--- src/rtl/cascade_counter_ctrl_pkg.sv ---
// Shared types and default sizing for the cascaded digit counter.
package cascade_counter_ctrl_pkg;

    typedef enum logic [1:0] {
        S_IDLE,
        S_RUN,
        S_DONE
    } state_e;

    localparam int DEF_WIDTH       = 4;
    localparam int DEF_MOD         = 10;
    localparam int DEF_STAGES      = 2;
    localparam int DEF_AUTO_RELOAD = 0;

endpackage

--- src/rtl/cascade_counter_ctrl_digit.sv ---
// One mod-MOD digit: clear > load > inc/dec, with ripple carry/borrow out.
module counter_digit
    import cascade_counter_ctrl_pkg::*;
#(
    parameter int WIDTH = DEF_WIDTH,
    parameter int MOD   = DEF_MOD
) (
    input  logic             clk_i,
    input  logic             rst_i,
    input  logic             clr_i,
    input  logic             load_i,
    input  logic [WIDTH-1:0] load_val_i,
    input  logic             inc_i,
    input  logic             dec_i,
    output logic [WIDTH-1:0] q_o,
    output logic [WIDTH-1:0] nxt_o,
    output logic             carry_o,
    output logic             borrow_o
);

    localparam logic [WIDTH:0]   MOD_W = (WIDTH+1)'(MOD);
    localparam logic [WIDTH-1:0] MAX_V = WIDTH'(MOD - 1);

    logic [WIDTH-1:0] q_q;
    logic [WIDTH-1:0] q_d;
    logic [WIDTH-1:0] ld_sat;

    assign carry_o  = inc_i && (q_q == MAX_V);
    assign borrow_o = dec_i && (q_q == '0);
    assign ld_sat   = ({1'b0, load_val_i} >= MOD_W) ? MAX_V : load_val_i;
    assign q_o      = q_q;

    always_comb begin
        nxt_o = q_q;
        if (inc_i) begin
            nxt_o = carry_o ? '0 : q_q + 1'b1;
        end else if (dec_i) begin
            nxt_o = borrow_o ? MAX_V : q_q - 1'b1;
        end
    end

    always_comb begin
        q_d = nxt_o;
        if (clr_i) begin
            q_d = '0;
        end else if (load_i) begin
            q_d = ld_sat;
        end
    end

    always_ff @(posedge clk_i or posedge rst_i) begin
        if (rst_i) begin
            q_q <= '0;
        end else begin
            q_q <= q_d;
        end
    end

endmodule

--- src/rtl/cascade_counter_ctrl.sv ---
// Cascaded mod-MOD counter with IDLE/RUN/DONE control, load and wrap pulse.
module cascade_counter_ctrl
    import cascade_counter_ctrl_pkg::*;
#(
    parameter int WIDTH       = DEF_WIDTH,
    parameter int MOD         = DEF_MOD,
    parameter int STAGES      = DEF_STAGES,
    parameter int AUTO_RELOAD = DEF_AUTO_RELOAD
) (
    input  logic                    CK,
    input  logic                    RST,
    input  logic                    CLR,
    input  logic                    START,
    input  logic                    EN,
    input  logic                    DIR,
    input  logic                    LOAD,
    input  logic [STAGES*WIDTH-1:0] LOAD_VAL,
    input  logic [STAGES*WIDTH-1:0] LIMIT,
    output logic [STAGES*WIDTH-1:0] CNT,
    output logic                    BUSY,
    output logic                    DONE,
    output logic                    WRAP
);

    localparam int NB = STAGES * WIDTH;
    localparam logic [WIDTH:0]   MOD_W = (WIDTH+1)'(MOD);
    localparam logic [WIDTH-1:0] MAX_V = WIDTH'(MOD - 1);

    state_e          state_q;
    logic            dir_q;
    logic            busy_q;
    logic            done_q;
    logic            wrap_q;

    logic [NB-1:0]   lim_sat;
    logic [NB-1:0]   cnt_q;
    logic [NB-1:0]   nxt;
    logic [NB-1:0]   ld_val;
    logic [NB-1:0]   start_val;
    logic [NB-1:0]   tgt_start;
    logic [NB-1:0]   rel_val;
    logic [NB-1:0]   tgt_run;
    logic            ld;
    logic            step;
    logic [STAGES:0] inc_c;
    logic [STAGES:0] dec_c;

    assign inc_c[0] = step && !dir_q;
    assign dec_c[0] = step && dir_q;

    // Ripple chain: digit k's carry/borrow drives digit k+1 in the same cycle.
    for (genvar k = 0; k < STAGES; k++) begin : g_digit
        assign lim_sat[k*WIDTH +: WIDTH] =
            ({1'b0, LIMIT[k*WIDTH +: WIDTH]} >= MOD_W) ?
            MAX_V : LIMIT[k*WIDTH +: WIDTH];

        counter_digit #(
            .WIDTH (WIDTH),
            .MOD   (MOD)
        ) u_digit (
            .clk_i      (CK),
            .rst_i      (RST),
            .clr_i      (CLR),
            .load_i     (ld),
            .load_val_i (ld_val[k*WIDTH +: WIDTH]),
            .inc_i      (inc_c[k]),
            .dec_i      (dec_c[k]),
            .q_o        (cnt_q[k*WIDTH +: WIDTH]),
            .nxt_o      (nxt[k*WIDTH +: WIDTH]),
            .carry_o    (inc_c[k+1]),
            .borrow_o   (dec_c[k+1])
        );
    end

    assign start_val = DIR ? lim_sat : '0;
    assign tgt_start = DIR ? '0 : lim_sat;
    assign rel_val   = dir_q ? lim_sat : '0;
    assign tgt_run   = dir_q ? '0 : lim_sat;

    always_comb begin
        ld     = 1'b0;
        step   = 1'b0;
        ld_val = LOAD_VAL;
        if (CLR) begin
            ld = 1'b0;
        end else if (LOAD) begin
            ld = 1'b1;
        end else begin
            unique case (state_q)
                S_IDLE: begin
                    if (START) begin
                        ld     = 1'b1;
                        ld_val = start_val;
                    end
                end
                S_RUN: begin
                    step = EN;
                end
                S_DONE: begin
                    if (AUTO_RELOAD != 0) begin
                        ld     = 1'b1;
                        ld_val = rel_val;
                    end
                end
                default: begin
                    ld = 1'b0;
                end
            endcase
        end
    end

    always_ff @(posedge CK or posedge RST) begin
        if (RST) begin
            state_q <= S_IDLE;
            dir_q   <= 1'b0;
            busy_q  <= 1'b0;
            done_q  <= 1'b0;
            wrap_q  <= 1'b0;
        end else begin
            wrap_q <= 1'b0;
            if (CLR) begin
                state_q <= S_IDLE;
                dir_q   <= 1'b0;
                busy_q  <= 1'b0;
                done_q  <= 1'b0;
            end else if (!LOAD) begin
                unique case (state_q)
                    S_IDLE: begin
                        if (START) begin
                            dir_q  <= DIR;
                            busy_q <= 1'b1;
                            if (start_val == tgt_start) begin
                                state_q <= S_DONE;
                                done_q  <= 1'b1;
                            end else begin
                                state_q <= S_RUN;
                            end
                        end
                    end
                    S_RUN: begin
                        if (EN) begin
                            wrap_q <= inc_c[STAGES] | dec_c[STAGES];
                            if (nxt == tgt_run) begin
                                state_q <= S_DONE;
                                done_q  <= 1'b1;
                            end
                        end
                    end
                    S_DONE: begin
                        done_q <= 1'b0;
                        if (AUTO_RELOAD != 0) begin
                            if (rel_val == tgt_run) begin
                                done_q <= 1'b1;
                            end else begin
                                state_q <= S_RUN;
                            end
                        end else begin
                            state_q <= S_IDLE;
                            busy_q  <= 1'b0;
                        end
                    end
                    default: begin
                        state_q <= S_IDLE;
                    end
                endcase
            end
        end
    end

    assign CNT  = cnt_q;
    assign BUSY = busy_q;
    assign DONE = done_q;
    assign WRAP = wrap_q;

endmodule

--- config.mk ---
export PLATFORM = sky130hd
export DESIGN_NAME = cascade_counter_ctrl
export DESIGN_NICKNAME = d
export VERILOG_FILES = /design/src/rtl/cascade_counter_ctrl_pkg.sv /design/src/rtl/cascade_counter_ctrl_digit.sv /design/src/rtl/cascade_counter_ctrl.sv
export SDC_FILE = /design/constraint.sdc
export NUM_CORES = 1
export LEC_CHECK = 0
export BUFFER_PORTS_ARGS = -buffer_cell sky130_fd_sc_hd__buf_2
export CAP_MARGIN = 20
export CELL_PAD_IN_SITES_DETAIL_PLACEMENT = 2
export CELL_PAD_IN_SITES_GLOBAL_PLACEMENT = 2
export CORE_AREA = 3 3 75 77
export DETAILED_ROUTE_END_ITERATION = 6
export DIE_AREA = 0 0 78 80
export PLACE_DENSITY_LB_ADDON = 0.1
export SLEW_MARGIN = 5
export SYNTH_ARGS = -nofsm -noshare
export SYNTH_HDL_FRONTEND = slang
export SYNTH_SLANG_ARGS = --single-unit
--- constraint.sdc ---
create_clock -name CK -period 6.9 [get_ports CK]
set_input_delay 0.345 -clock CK [delete_from_list [all_inputs] [get_ports CK]]
set_output_delay 0.345 -clock CK [all_outputs]
set_load 0.01 [all_outputs]
# --- Word level (Yosys, flattened, before mapping) ---
# Cells that the tools add are included.
totals:
  wordCells: 101
  regBits: 14
op_classes:
  muxes: 56
  n_reduce_logical: 18
  n_addsub: 4
  n_lt_le_gt_ge: 4
  eq_ne: 11
  bitwise_logic: 1
ops:
  columns: ["operator", "n"]
  rows:
  - ["$mux 4", 16]
  - ["$mux 8", 7]
  - ["$mux 1", 24]
  - ["$eq 8x8->1", 2]
  - ["$ge 4x4->1 const B", 4]
  - ["$mux 2", 6]
  - ["$ne 3x3->1 const B", 4]
  - ["$add 4x1->4 const B", 2]
  - ["$eq 4x4->1 const B", 2]
  - ["$logic_not 4->1", 2]
  - ["$sub 4x1->4 const B", 2]
  - ["$logic_and 1x1->1", 6]
  - ["$reduce_and 3->1", 2]
  - ["$reduce_and 6->1", 1]
  - ["$pmux 2 s2", 1]
  - ["$reduce_and 4->1", 1]
  - ["$reduce_bool 2->1", 2]
  - ["$reduce_bool 4->1", 1]
  - ["$pmux 1 s3", 1]
  - ["$reduce_bool 3->1", 1]
  - ["$eq 2x1->1 const B", 1]
  - ["$eq 2x2->1 const B", 1]
  - ["$logic_not 2->1", 1]
  - ["$ne 2x2->1 const B", 1]
  - ["3 further kinds", 3]

# --- Longest topological paths before layout ---
# Gate-level depths: netlist of the first run.
logic_depth:
  word_depth: 16
  depth_mapped: 11
  depth_no_buf: 10

# --- Hierarchy ---
# A second synthesis of the first run with hierarchy kept.
unflattened:
  cells_unflattened: 212
  area_unflattened_um2: 1559.0
by_module_without_submodules:
  columns: ["module", "cells_each", "instances", "area_per_inst_um2"]
  rows:
  - ["counter_digit", 55, 2, 434.2]
  - ["cascade_counter_ctrl", 102, 1, 690.7]

# --- Worst setup path after synthesis of the first run ---
# Ideal clock, no wire load.
synth_path:
  path_kind: "register to register"
  startpoint: "register g_digit[0].u_digit.q_q[0]"
  endpoint: "register state_q[1]"
  setup_ps: 119
  path_buffers: 1
  synth_period_minus_slack_ps: 3359
  setup_slack_ps: 3541
  t_required_ps: 6781
  path_stages_with_launch: 12
  t_arrival_ps: 3240
  path_cell_list: "dfrtp_1 -> clkbuf_1 -> inv_1 -> ha_1 -> or4bb_1 -> a211o_1 -> a22oi_2 -> mux2_4 -> mux2_4 -> a2111o_1 -> and3_1 -> o21a_1"
synth_via:
  elab_chain_len: 9
synth_rtl:
  columns: ["item", "line", "rtl"]
  rows:
  - ["from (decl)", "cascade_counter_ctrl_digit.sv:24", "logic [WIDTH-1:0] q_q;"]
  - ["from (signal assigned)", "cascade_counter_ctrl_digit.sv:55", "q_q <= q_d;"]
  - ["branches (longest 6 deep; another with $sub 4x1->4)", null, null]
  - ["$eq 8x8->1 (*)", "cascade_counter_ctrl.sv:143", "if (nxt == tgt_run) begin"]
  - ["$ne 3x3->1 (no source line) (*)", null, null]
  - ["$reduce_and 4->1 (no source line) (*)", null, null]
  - ["to (signal assigned)", "cascade_counter_ctrl.sv:144", "state_q <= S_DONE;"]
  - ["to (signal assigned)", "cascade_counter_ctrl.sv:155", "state_q <= S_RUN;"]
  - ["to (signal assigned)", "cascade_counter_ctrl.sv:158", "state_q <= S_IDLE;"]
  - ["to (decl)", "cascade_counter_ctrl.sv:29", "state_e state_q;"]
# Mark *: on every way between the ends.
# A chain may end at the register's enable or synchronous reset.

# --- Worst setup path after layout of the first run ---
# Same ends and word-level chain as after synthesis.

==> qor.csv, run 1 <==
stage,metric,value,unit
sta,drv_slew,0,
placed_design,number_of_port_buffers,33,
run_status,result_of_the_run,completed,
routing,drc_errors,0,
synth,synth_enable_flop_cells,0,
sta,finalSetupTns,0,ns
critical_path,required,7.04,ns
routing,vias_per_cell,5.78,
final_layout,final-seq-area,350,µm²
critical_path,worst_r2r_path_depth,10,
routing,drt_pass1_iterations,4,
cts,post_cts.resized_instances,0,
power_and_ir_drop,ir_worst_vdd,0.0630,mV
routing,wirelength,5830,µm
routing,dr.first_iter.drc_count,99,
power_and_ir_drop,power_switching,0.108,mW
cts,cts_post_setup_buffers_inserted,0,
cts,clockBufferDepth,2,
final_layout,drive_above_1_share,20.7,%
die,design.portCount,34,
critical_path,crit_path_max_fanout,14,
cts,clkLatencyLatePin,0.25,ns
power_and_ir_drop,clkPwrFrac,24.2,%
run,drv_cap,0,
sta,unrepaired_setup_endpoints_after_global_routing,false,
cts,cts_tree,built,
synth,synthDistinctLibCells,53,
power_and_ir_drop,power_density,146,nW/µm²
sta,fin_crit_sh,52.0,%
power_and_ir_drop,power.sequential.fraction,36.5,%
cts,clkSinkCount,14,
final_layout,final_cell_mix,"buf_2 (33), o21ai_0 (19), nor2_1 (15), a21oi_1 (15)",
sta,final.min_clock_period,3.59,ns
die,floorplan.rows,26,
synth,postSynthCellCount,219,
critical_path,timing.setup.critical_path_class,flip-flop to flip-flop,
power_and_ir_drop,comb_power_share,39.4,%
placed_design,finalWeightedCongestion,0.754,
die,dieWidth,78,µm
power_and_ir_drop,leakagePower,0.804,nW
global_route,antenna_violations_before_repair,0,
synth,async_reset_ff_share,100,%
global_route,first_global_vias,1898,
sta,setup-violations-final,0,
routing,routed_wire_length_per_instance,18.7,µm
final_layout,area_delta_synth_final,14.3,%
critical_path,crit_path_end_kind,flip-flop,
cts,post_cts_hold_buffer_count,0,
final_layout,final_net_count,275,
sta,finClkSkew,0.00512,ns
placed_design,detailedPlacementHpwl,4620,µm
cts,clk_transition_reported_paths,0.06,ns
final_layout,layout_cell_area_excl_fill,1940,µm²
sta,fmax,0.279,GHz
critical_path,crit_path_start_kind,flip-flop,
cts,htree_num_levels,1,
synth,syn-num-nets,250,
sta,worst_slew_pin_slew,0.756,ns
sta,finalHoldViolCount,0,
die,coreArea,5070,µm²
global_route,grt_start_max_net_pins,21,
critical_path,worstPathArrival,3.73,ns
final_layout,multi_input_area,1240,µm²
global_route,grt_usage,19.9,%
final_layout,layout.cells.most_common,buf_2,
worst_hold_path,min-delay-path-class,input pin to asynchronous set/reset pin,
routing,postRouteAntennaNets,0,
global_route,grt_pass1_wl,9870,µm
die,die_area,6240,µm²
power_and_ir_drop,power.share.switching,38.2,%
synth,synth.yosys.warnings,0,
die,die_h,80,µm
sta,hold_slack,0.161,ns
sta,slew_headroom,49.5,%
power_and_ir_drop,intPower,0.175,mW
global_route,grt-ovfl-total,0,
synth,mappedNetlistArea,1700,µm²
routing,num_vias,1802,
synth,syn_avg_cell_area,7.74,µm²
synth,ys_seq_area_share,20.7,%
die,initial_utilization,33.4,%
synth,ys_seq_elements,14,
synth,yosys_most_used_dff,dfrtp_1,
final_layout,num_antenna_cells,0,
cts,clk_root_buffer_cell,clkbuf_8,
final_layout,filler_cell_count,624,
cts,numCtsBuffers,3,
placed_design,dpl-instance-area,1900,µm²
metrics by stage:
step | setup WS [ns] | utilization [%] | total power, mW | cells
after floorplan | 3.54 | - | 0.179 | 219
after global placement | 3.45 | 37.4 | 0.214 | 309
after detailed placement | 3.37 | 37.4 | 0.217 | 309
after CTS | 3.34 | 38.2 | 0.286 | 312
after global routing | 3.17 | 38.2 | 0.305 | 312
final | 3.31 | 38.2 | 0.284 | 312
registers in the layout (all words and copies together) (netlist names):
signal / cells
state_q: 2
BUSY: 1
WRAP: 1
g_digit.u_digit.q_o: 8
dir_q: 1
DONE: 1
per-layer routing:
| layer | part of all wire [%] | vias up | GRT usage (%) |
|---|---|---|---|
| met3 | 1.8 | 9 | 1.35 |
| met5 | 0 | - | 0 |
| li1 | - | 881 | - |
| met4 | 1.6 | 0 | 5.42 |
| met1 | 50 | 883 | 27.9 |
| met2 | 46 | 29 | 32.8 |
synth_stat cells, drive strengths merged, types with 2 or more instances:
cell,n,share of area [%]
and4b,2,1.2
a31oi,3,1.1
nor2b,7,2.6
and2,3,1.1
nand2b,5,1.8
a21oi,15,4.4
clkbuf,12,2.7
o21a,3,1.3
ha,8,5.9
a211oi,13,6.1
a22oi,3,1.6
inv,11,2.4
o41ai,2,1.9
nand4b,4,2.1
a311oi,5,2.6
mux2i,2,1.2
nand3,7,2.1
nor2,15,3.3
mux2,3,2.4
a21o,3,1.4
and3,3,1.1
nor3b,5,2.2
nor4,5,1.8
o21bai,2,0.89
a211o,3,1.6
nor3,4,1.2
nand2,14,3.1
buf,3,1.6
or3b,2,1.0
nor4bb,2,1.2
dfrtp,14,21
o21ai,21,6.2
path summary, 6_finish.rpt:
| check | from | end | slack [ns] |
|---|---|---|---|
| max | g_digit[0].u_digit.q_o[0]$_DFF_PP0_ | state_q[1]$_DFFE_PP0P_ | 3.31 |
| min | RST | BUSY$_DFFE_PP0P_ | 0.16 |
| max reg2reg | g_digit[0].u_digit.q_o[0]$_DFF_PP0_ | state_q[1]$_DFFE_PP0P_ | 3.31 |
| min in group CK | START | BUSY$_DFFE_PP0P_ | 0.44 |
| max in group asynchronous | RST | g_digit[1].u_digit.q_o[0]$_DFF_PP0_ | 6.34 |
| min reg2reg | DONE$_DFFE_PP0P_ | DONE$_DFFE_PP0P_ | 0.54 |
worst max-delay path, cell delays in order, from the launching register on:
cell and delay [ns]:
dfrtp_1 0.53, inv_1 0.19, ha_1 0.19, or4bb_1 0.51, a211o_1 0.33, a22oi_2 0.30
mux2_4 0.33, mux2_4 0.26, a2111o_1 0.47, and3_1 0.21, o21a_1 0.16
kinds of logic after synthesis:
logic type,count (synthesis),share of synthesized area (%)
and+or+nand+nor,84,29.2
AOI/OAI and AO/OA,81,33.4
buffers and inverters,26,6.72
DFF,14,20.7
adders and majority gates,8,5.90
muxes,5,3.62
xor gates and xnor gates,1,0.517
area by class of cell:
| cell class | count | area share [%] |
|---|---|---|
| Tap cell | 70 | 4.52 |
| Multi-Input combinational cell | 179 | 63.8 |
| Clock buffer | 3 | 2.13 |
| Sequential cell | 14 | 18.1 |
| Timing Repair Buffer | 35 | 9.30 |
| Inverter | 11 | 2.13 |
power groups by stage:
stage          clock [mW]  combinational (mW)  sequential, mW
2_1_floorplan           0              0.0803          0.0984
3_3_place_gp            0               0.110           0.104
3_5_place_dp            0               0.112           0.105
4_1_cts            0.0704               0.113           0.103
5_1_grt            0.0743               0.126           0.106
6_report           0.0685               0.112           0.103
No activity file was read; power rests on OpenSTA's default activity.
==> run 2: changes to the inputs <==
--- a/config.mk
+++ b/config.mk
@@ -9,9 +9,9 @@
 export CAP_MARGIN = 20
 export CELL_PAD_IN_SITES_DETAIL_PLACEMENT = 2
 export CELL_PAD_IN_SITES_GLOBAL_PLACEMENT = 2
-export CORE_AREA = 3 3 75 77
+export CORE_AREA = 3 3 81 83
 export DETAILED_ROUTE_END_ITERATION = 6
-export DIE_AREA = 0 0 78 80
+export DIE_AREA = 0 0 84 86
 export PLACE_DENSITY_LB_ADDON = 0.1
 export SLEW_MARGIN = 5
 export SYNTH_ARGS = -nofsm -noshare
==> constraint.sdc (replaced) <==
create_clock -name CK -period 3 [get_ports CK]
set_input_delay 0.15 -clock CK [delete_from_list [all_inputs] [get_ports CK]]
set_output_delay 0.15 -clock CK [all_outputs]
set_load 0.01 [all_outputs]
==> run 2 against run 1 <==
  * The flow now finishes with violations (negative setup slack)
  * First-iteration DRC count decreased by 48%
  * Register-to-register slack worse by 3.4 ns
  * Power increased to 2.6 times the previous value
  * Count of clock-buffer cells in the layout up 1
  * Sequential power is 110% higher
  * Non-clock buffer count up 35
  * Cell area grew 16%
  * Maximum frequency rose by 15%
  * Sequential cell count did not move
  * Critical path type unchanged
  * Critical endpoint unchanged
==> qor.csv, run 2 (synthesis gave the netlist of run 1 again) <==
stage,metric,value,unit,change
run_status,result_of_the_run,"finished, violations left",,was completed
run_status,violations,negative setup slack,,
global_route,grt_pass1_wl,10800,µm,was 9870 µm
final_layout,final_net_count,310,,was 275
sta,hold_slack,0.238,ns,was 0.161 ns
final_layout,layout.cells.most_common,buf_4,,was buf_2
routing,postRouteAntennaNets,0,,unchanged
cts,numCtsBuffers,3,,unchanged
final_layout,num_antenna_cells,0,,unchanged
critical_path,timing.critical_path.from,g_digit[0].u_digit.q_o[1]$_DFF_PP0_,,was g_digit[0].u_digit.q_o[0]$_DFF_PP0_
final_layout,final_cell_count_no_fill,353,,was 312
placed_design,finalWeightedCongestion,0.766,,was 0.754
sta,drv_slew,0,,unchanged
cts,clk_root_buffer_cell,clkbuf_8,,unchanged
placed_design,dpl-instance-area,2160,µm²,was 1900 µm²
final_layout,area_delta_synth_final,32.5,%,was 14.3%
placed_design,number_of_port_buffers,33,,unchanged
routing,num_vias,1935,,was 1802
cts,clk_transition_reported_paths,0.07,ns,was 0.06 ns
critical_path,r2r_end,state_q[1]$_DFFE_PP0P_,,unchanged
sta,fmax,0.322,GHz,was 0.279 GHz
die,die_area,7220,µm²,was 6240 µm²
final_layout,drive_above_1_share,32.4,%,was 20.7%
placed_design,numPlacedInstances,345,,was 309
cts,cts_tree,built,,unchanged
routing,routed_wire_length_per_instance,18.5,µm,was 18.7 µm
critical_path,rr_startpoint,g_digit[0].u_digit.q_o[1]$_DFF_PP0_,,was g_digit[0].u_digit.q_o[0]$_DFF_PP0_
worst_hold_path,min-delay-path-class,input pin to flip-flop,,was input pin to asynchronous set/reset pin
die,initial_utilization,28.6,%,was 33.4%
final_layout,post-route-util,37.9,%,was 38.2%
routing,drc_errors,0,,unchanged
placed_design,preCtsSetupSlack,-0.0925,ns,was 3.37 ns
sta,worst_slew_pin_slew,0.585,ns,was 0.756 ns
die,dieWidth,84,µm,was 78 µm
die,floorplan.rows,28,,was 26
cts,clkSinkCount,14,,unchanged
sta,slew_headroom,60.9,%,was 49.5%
power_and_ir_drop,ir_worst_vdd,0.111,mV,was 0.0630 mV
routing,wirelength,6540,µm,was 5830 µm
cts,clockBufferDepth,2,,unchanged
critical_path,required,3.15,ns,was 7.04 ns
final_layout,largest_register_ff_count,8,,unchanged
sta,fin_crit_sh,104,%,was 52.0%
routing,dr.first_iter.drc_count,51,,was 99
global_route,grt-ovfl-total,0,,unchanged
die,coreArea,5920,µm²,was 5070 µm²
critical_path,timing.setup.critical_path_class,flip-flop to flip-flop,,unchanged
cts,htree_num_levels,1,,unchanged
sta,finalSetupTns,-0.141,ns,was 0 ns
power_and_ir_drop,leakagePower,0.984,nW,was 0.804 nW
critical_path,worstPathArrival,3.26,ns,was 3.73 ns
sta,final.min_clock_period,3.11,ns,was 3.59 ns
global_route,grt_usage,18.3,%,was 19.9%
power_and_ir_drop,total_power,0.748,mW,was 0.284 mW
die,die_h,86,µm,was 80 µm
routing,met2RoutedLength,3260,µm,was 2700 µm
sta,setup-violations-final,3,,was 0
final_layout,final_cell_mix,"buf_4 (36), buf_2 (33), o21ai_0 (19)",,"was buf_2 (33), o21ai_0 (19), nor2_1 (15), a21oi_1 (15)"
routing,wl_met1,3130,µm,was 2930 µm
run,drv_cap,0,,unchanged
placed_design,detailedPlacementHpwl,5360,µm,was 4620 µm
power_and_ir_drop,power_density,333,nW/µm²,was 146 nW/µm²
routing,drt_pass1_iterations,4,,unchanged
sta,unrepaired_setup_endpoints_after_global_routing,true,,was false
die,design.portCount,34,,unchanged
critical_path,reg2reg_setup_slack,-0.11,ns,was 3.31 ns
critical_path,worst_r2r_path_depth,10,,unchanged
sta,finClkSkew,0.00852,ns,was 0.00512 ns
critical_path,crit_path_end_kind,flip-flop,,unchanged
final_layout,layout_cell_area_excl_fill,2250,µm²,was 1940 µm²
critical_path,crit_end,state_q[1]$_DFFE_PP0P_,,unchanged
critical_path,crit_path_start_kind,flip-flop,,unchanged
cts,clkLatencyLatePin,0.25,ns,about the same
global_route,antenna_violations_before_repair,0,,unchanged
critical_path,crit_path_max_fanout,5,,was 14
global_route,first_global_vias,2085,,was 1898
sta,finalHoldViolCount,0,,unchanged
routing,vias_per_cell,5.48,,was 5.78
sta,fin_ws,-0.109,ns,was 3.31 ns
cts,post_cts.resized_instances,0,,unchanged
routing,dr.max_layer_used,met4,,unchanged
global_route,grt_start_max_net_pins,17,,was 21
routing,met3_wirelength,107,µm,was 106 µm
[run 2: critical path, stage by stage (launching register included)]
cell and delay [ns]:
dfrtp_1 0.41, inv_4 0.09, ha_4 0.14, or4bb_4 0.47, a211o_1 0.34, a22oi_2 0.24
mux2_4 0.32, mux2_4 0.25, a2111o_1 0.38, and3_1 0.20, o21a_1 0.16
[run 2: timing repair]
action / 4_1_cts / 5_1_grt
endpoints found under the hold margin: 14 / 0
pin swaps: 2 / 1
setup endpoints to repair: 3 / 3
hold buffers: 1 / 0
setup buffers: 2 / 1
[run 2: per-layer routing]
metal,GRT usage (%),vias up
li1,-,946
met1,25.0,957
met2,32.5,28
met3,0.576,4
met4,3.51,0
met5,0,-
[run 2: area by class of cell]
cell class              instances  area [µm²]
inverters                      11        46.3
clock buffers                   4        55.1
fillers                       721        3670
flip-flops and latches         14         352
well taps                      75        93.8
repair buffers                 70         445
multi-input cells             179        1250
[run 2: power by group]
group          switching (mW)  internal, mW
clock network          0.0725         0.116
logic                   0.182         0.158
registers              0.0150         0.204
[run 2: how the worst min path moves through the flow]
| stage | cells after the start | end | slack, ns | start |
|---|---|---|---|---|
| after floorplan | 1 | BUSY$_DFFE_PP0P_ | 0.04 | RST |
| after global placement | 2 | g_digit[0].u_digit.q_o[1]$_DFF_PP0_ | 0.24 | RST |
| after detailed placement | 2 | BUSY$_DFFE_PP0P_ | 0.24 | RST |
| after CTS | 3 | BUSY$_DFFE_PP0P_ | 0.24 | START |
| after global routing | 3 | BUSY$_DFFE_PP0P_ | 0.27 | START |
| final | 3 | BUSY$_DFFE_PP0P_ | 0.24 | START |
==> run 3: changes to the inputs <==
--- a/config.mk
+++ b/config.mk
@@ -7,13 +7,14 @@
 export LEC_CHECK = 0
 export BUFFER_PORTS_ARGS = -buffer_cell sky130_fd_sc_hd__buf_2
 export CAP_MARGIN = 20
-export CELL_PAD_IN_SITES_DETAIL_PLACEMENT = 2
-export CELL_PAD_IN_SITES_GLOBAL_PLACEMENT = 2
-export CORE_AREA = 3 3 81 83
+export CELL_PAD_IN_SITES_DETAIL_PLACEMENT = 0
+export CELL_PAD_IN_SITES_GLOBAL_PLACEMENT = 1
+export CORE_AREA = 3 3 73 75
 export DETAILED_ROUTE_END_ITERATION = 6
-export DIE_AREA = 0 0 84 86
+export DIE_AREA = 0 0 76 78
 export PLACE_DENSITY_LB_ADDON = 0.1
 export SLEW_MARGIN = 5
 export SYNTH_ARGS = -nofsm -noshare
 export SYNTH_HDL_FRONTEND = slang
 export SYNTH_SLANG_ARGS = --single-unit
+export TNS_END_PERCENT = 30
==> run 3 against run 2 <==
  * The flow still finishes with violations (negative setup slack)
  * Critical path type unchanged
  * Wire length shrank 22%
  * Power fell by 8.5%
  * Worst hold slack got worse by 0.10 ns
  * Sequential power hardly changed
  * Via count down 6.6%
  * Sequential share of layout area increased by 0.75 points
  * Global-route usage decreased by 0.46 points
==> qor.csv, run 3 (synthesis gave the netlist of run 1 again) <==
stage,metric,value,unit,change
sta,fin_ws,-0.0525,ns,was -0.109 ns
sta,fin_crit_sh,102,%,was 104%
critical_path,timing.setup.critical_path_class,flip-flop to flip-flop,,unchanged
sta,unrepaired_setup_endpoints_after_global_routing,true,,unchanged
routing,drt_pass1_iterations,5,,was 4
routing,num_vias,1808,,was 1935
critical_path,crit_path_cell_trace,inv_4 > ha_4 > or4bb_4 > a211o_1 > a22oi_2 > mux2_4 > mux2_4 > a2111o_1 > and3_1 > o21a_1,,unchanged
placed_design,detailedPlacementHpwl,4100,µm,was 5360 µm
sta,slew_headroom,63.3,%,was 60.9%
final_layout,final_cell_mix,"buf_2 (33), buf_4 (25), o21ai_0 (19)",,"was buf_4 (36), buf_2 (33), o21ai_0 (19)"
placed_design,finalWeightedCongestion,0.806,,was 0.766
critical_path,critical-path-top-cell-by-count,mux2_4,,unchanged
final_layout,num_antenna_cells,0,,unchanged
die,floorplan.rows,25,,was 28
routing,vias_per_cell,5.41,,was 5.48
critical_path,rr_startpoint,g_digit[0].u_digit.q_o[1]$_DFF_PP0_,,unchanged
die,dieWidth,76,µm,was 84 µm
placed_design,numPlacedInstances,329,,was 345
cts,clkLatencyLatePin,0.24,ns,was 0.25 ns
routing,wl_met1,2540,µm,was 3130 µm
worst_hold_path,timing.hold.worst_path_depth,2,,was 3
cts,post_cts.resized_instances,0,,unchanged
critical_path,crit_path_max_fanout,5,,unchanged
worst_hold_path,min-delay-path-class,input pin to flip-flop,,unchanged
sta,finalHoldViolCount,0,,unchanged
run_status,result_of_the_run,"finished, violations left",,unchanged
cts,clockBufferDepth,2,,unchanged
critical_path,worst_r2r_path_depth,10,,unchanged
sta,worst_slew_pin_slew,0.550,ns,was 0.585 ns
final_layout,largest_register_ff_count,8,,unchanged
cts,cts_tree,built,,unchanged
final_layout,final_cell_count_no_fill,334,,was 353
final_layout,area_delta_synth_final,26.4,%,was 32.5%
cts,numCtsBuffers,3,,unchanged
die,design.portCount,34,,unchanged
critical_path,crit_path_start_kind,flip-flop,,unchanged
global_route,antenna_violations_before_repair,0,,unchanged
final_layout,drive_above_1_share,29.2,%,was 32.4%
critical_path,worstPathArrival,3.18,ns,was 3.26 ns
final_layout,layout.cells.most_common,buf_2,,was buf_4
sta,finClkSkew,0.00632,ns,was 0.00852 ns
power_and_ir_drop,ir_worst_vdd,0.140,mV,was 0.111 mV
global_route,grt-ovfl-total,0,,unchanged
placed_design,number_of_port_buffers,33,,unchanged
critical_path,required,3.13,ns,was 3.15 ns
sta,final.min_clock_period,3.05,ns,was 3.11 ns
cts,clkSinkCount,14,,unchanged
die,initial_utilization,35.9,%,was 28.6%
global_route,grt_start_max_net_pins,20,,was 17
sta,hold_slack,0.134,ns,was 0.238 ns
power_and_ir_drop,leakagePower,0.926,nW,was 0.984 nW
worst_hold_path,destination_of_the_worst_hold_path,g_digit[0].u_digit.q_o[0]$_DFF_PP0_,,was BUSY$_DFFE_PP0P_
die,die_area,5930,µm²,was 7220 µm²
die,die_h,78,µm,was 86 µm
global_route,first_global_vias,1761,,was 2085
power_and_ir_drop,power_switching,0.241,mW,was 0.270 mW
power_and_ir_drop,power.share.switching,35.2,%,was 36.1%
power_and_ir_drop,clkPwrFrac,22.5,%,was 25.3%
sta,fmax,0.328,GHz,was 0.322 GHz
routing,dr.max_layer_used,met4,,unchanged
routing,wirelength,5100,µm,was 6540 µm
routing,met2RoutedLength,2320,µm,was 3260 µm
critical_path,critical_path.max_stage_delay,0.47,ns,about the same
power_and_ir_drop,power_density,319,nW/µm²,was 333 nW/µm²
power_and_ir_drop,intPower,0.443,mW,was 0.478 mW
power_and_ir_drop,power.sequential.fraction,31.6,%,was 29.3%
routing,met3_wirelength,200,µm,was 107 µm
run_status,violations,negative setup slack,,unchanged
routing,routed_wire_length_per_instance,15.3,µm,was 18.5 µm
routing,drc_errors,0,,unchanged
cts,htree_num_levels,1,,unchanged
critical_path,crit_path_end_kind,flip-flop,,unchanged
critical_path,critical-path-slowest-cell,or4bb_4,,unchanged
power_and_ir_drop,total_power,0.684,mW,was 0.748 mW
final_layout,post-route-util,45.4,%,was 37.9%
critical_path,reg2reg_setup_slack,-0.05,ns,was -0.11 ns
worst_hold_path,holdCritStartpoint,CLR,,was START
run,drv_cap,0,,unchanged
global_route,grt_usage,17.8,%,was 18.3%
sta,finalSetupTns,-0.0525,ns,was -0.141 ns
cts,clk_root_buffer_cell,clkbuf_8,,unchanged
sta,setup-violations-final,1,,was 3
die,coreArea,4720,µm²,was 5920 µm²
routing,postRouteAntennaNets,0,,unchanged
power_and_ir_drop,comb_power_share,45.9,%,was 45.5%
final_layout,final_net_count,299,,was 310
critical_path,timing.critical_path.from,g_digit[0].u_digit.q_o[1]$_DFF_PP0_,,unchanged
cts,clk_transition_reported_paths,0.06,ns,was 0.07 ns
routing,dr.first_iter.drc_count,116,,was 51
global_route,grt_pass1_wl,8690,µm,was 10800 µm
sta,drv_slew,0,,unchanged
critical_path,r2r_end,state_q[1]$_DFFE_PP0P_,,unchanged
==> run 3: cell count changes in the layout (fill, tap and decap cells not counted), sizes merged <==
cell,before,now
buf,69,58
==> run 3: worst max-delay path by stage <==
stage | endpoint | slack [ns] | depth (start not counted)
after floorplan | state_q[1]$_DFFE_PP0P_ | -0.13 | 11
after global placement | state_q[1]$_DFFE_PP0P_ | -0.01 | 10
after detailed placement | state_q[1]$_DFFE_PP0P_ | -0.06 | 10
after CTS | state_q[1]$_DFFE_PP0P_ | -0.06 | 10
after global routing | state_q[1]$_DFFE_PP0P_ | -0.19 | 10
final | state_q[1]$_DFFE_PP0P_ | -0.05 | 10
==> run 3: area by class of cell <==
type / instances / area (µm²)
inverters: 11 / 46.3
clock buffers: 4 / 45.0
flip-flops and latches: 14 / 352
multi-input cells: 179 / 1250
well taps: 67 / 83.8
fillers: 505 / 2580
repair buffers: 59 / 363
==> run 3: power by group through the flow <==
stage,sequential [mW],combinational (mW),clock [mW]
2_1_floorplan,0.227,0.192,0
3_3_place_gp,0.219,0.313,0
3_5_place_dp,0.220,0.311,0
4_1_cts,0.216,0.314,0.160
5_1_grt,0.219,0.350,0.166
6_report,0.216,0.314,0.154
==> run 3: routing by layer <==
layer  vias to the layer above  GRT usage (%)
met1                       833           25.7
met3                         4           1.04
met2                        40           29.3
met4                         0           4.17
met5                         -              0
li1                        931              -
==> run 3: critical path: cells and delay by family, from the launching register on <==
family | cells | cell delay (ns)
multiplexers | 2 | 0.57
AND/OR/NAND/NOR | 2 | 0.67
adder cells (fa/ha/maj) | 1 | 0.13
buffers and inverters | 1 | 0.08
AO/OA/AOI/OAI | 4 | 1.08
flip-flops | 1 | 0.40
==> run 3: metrics by stage <==
stage,area (µm²),setup WS (ns)
after detailed placement,2090,-0.0567
final,2140,-0.0525
after floorplan,1740,-0.126
after global placement,2090,-0.0100
after global routing,2140,-0.188
after CTS,2140,-0.0634
==> run 3: repair_timing <==
item | 4_1_cts | 5_1_grt
buffers inserted | 0 | 0
hold buffers | 1 | 0
endpoints found under the hold margin | 14 | 0
setup endpoints to repair | 1 | 3
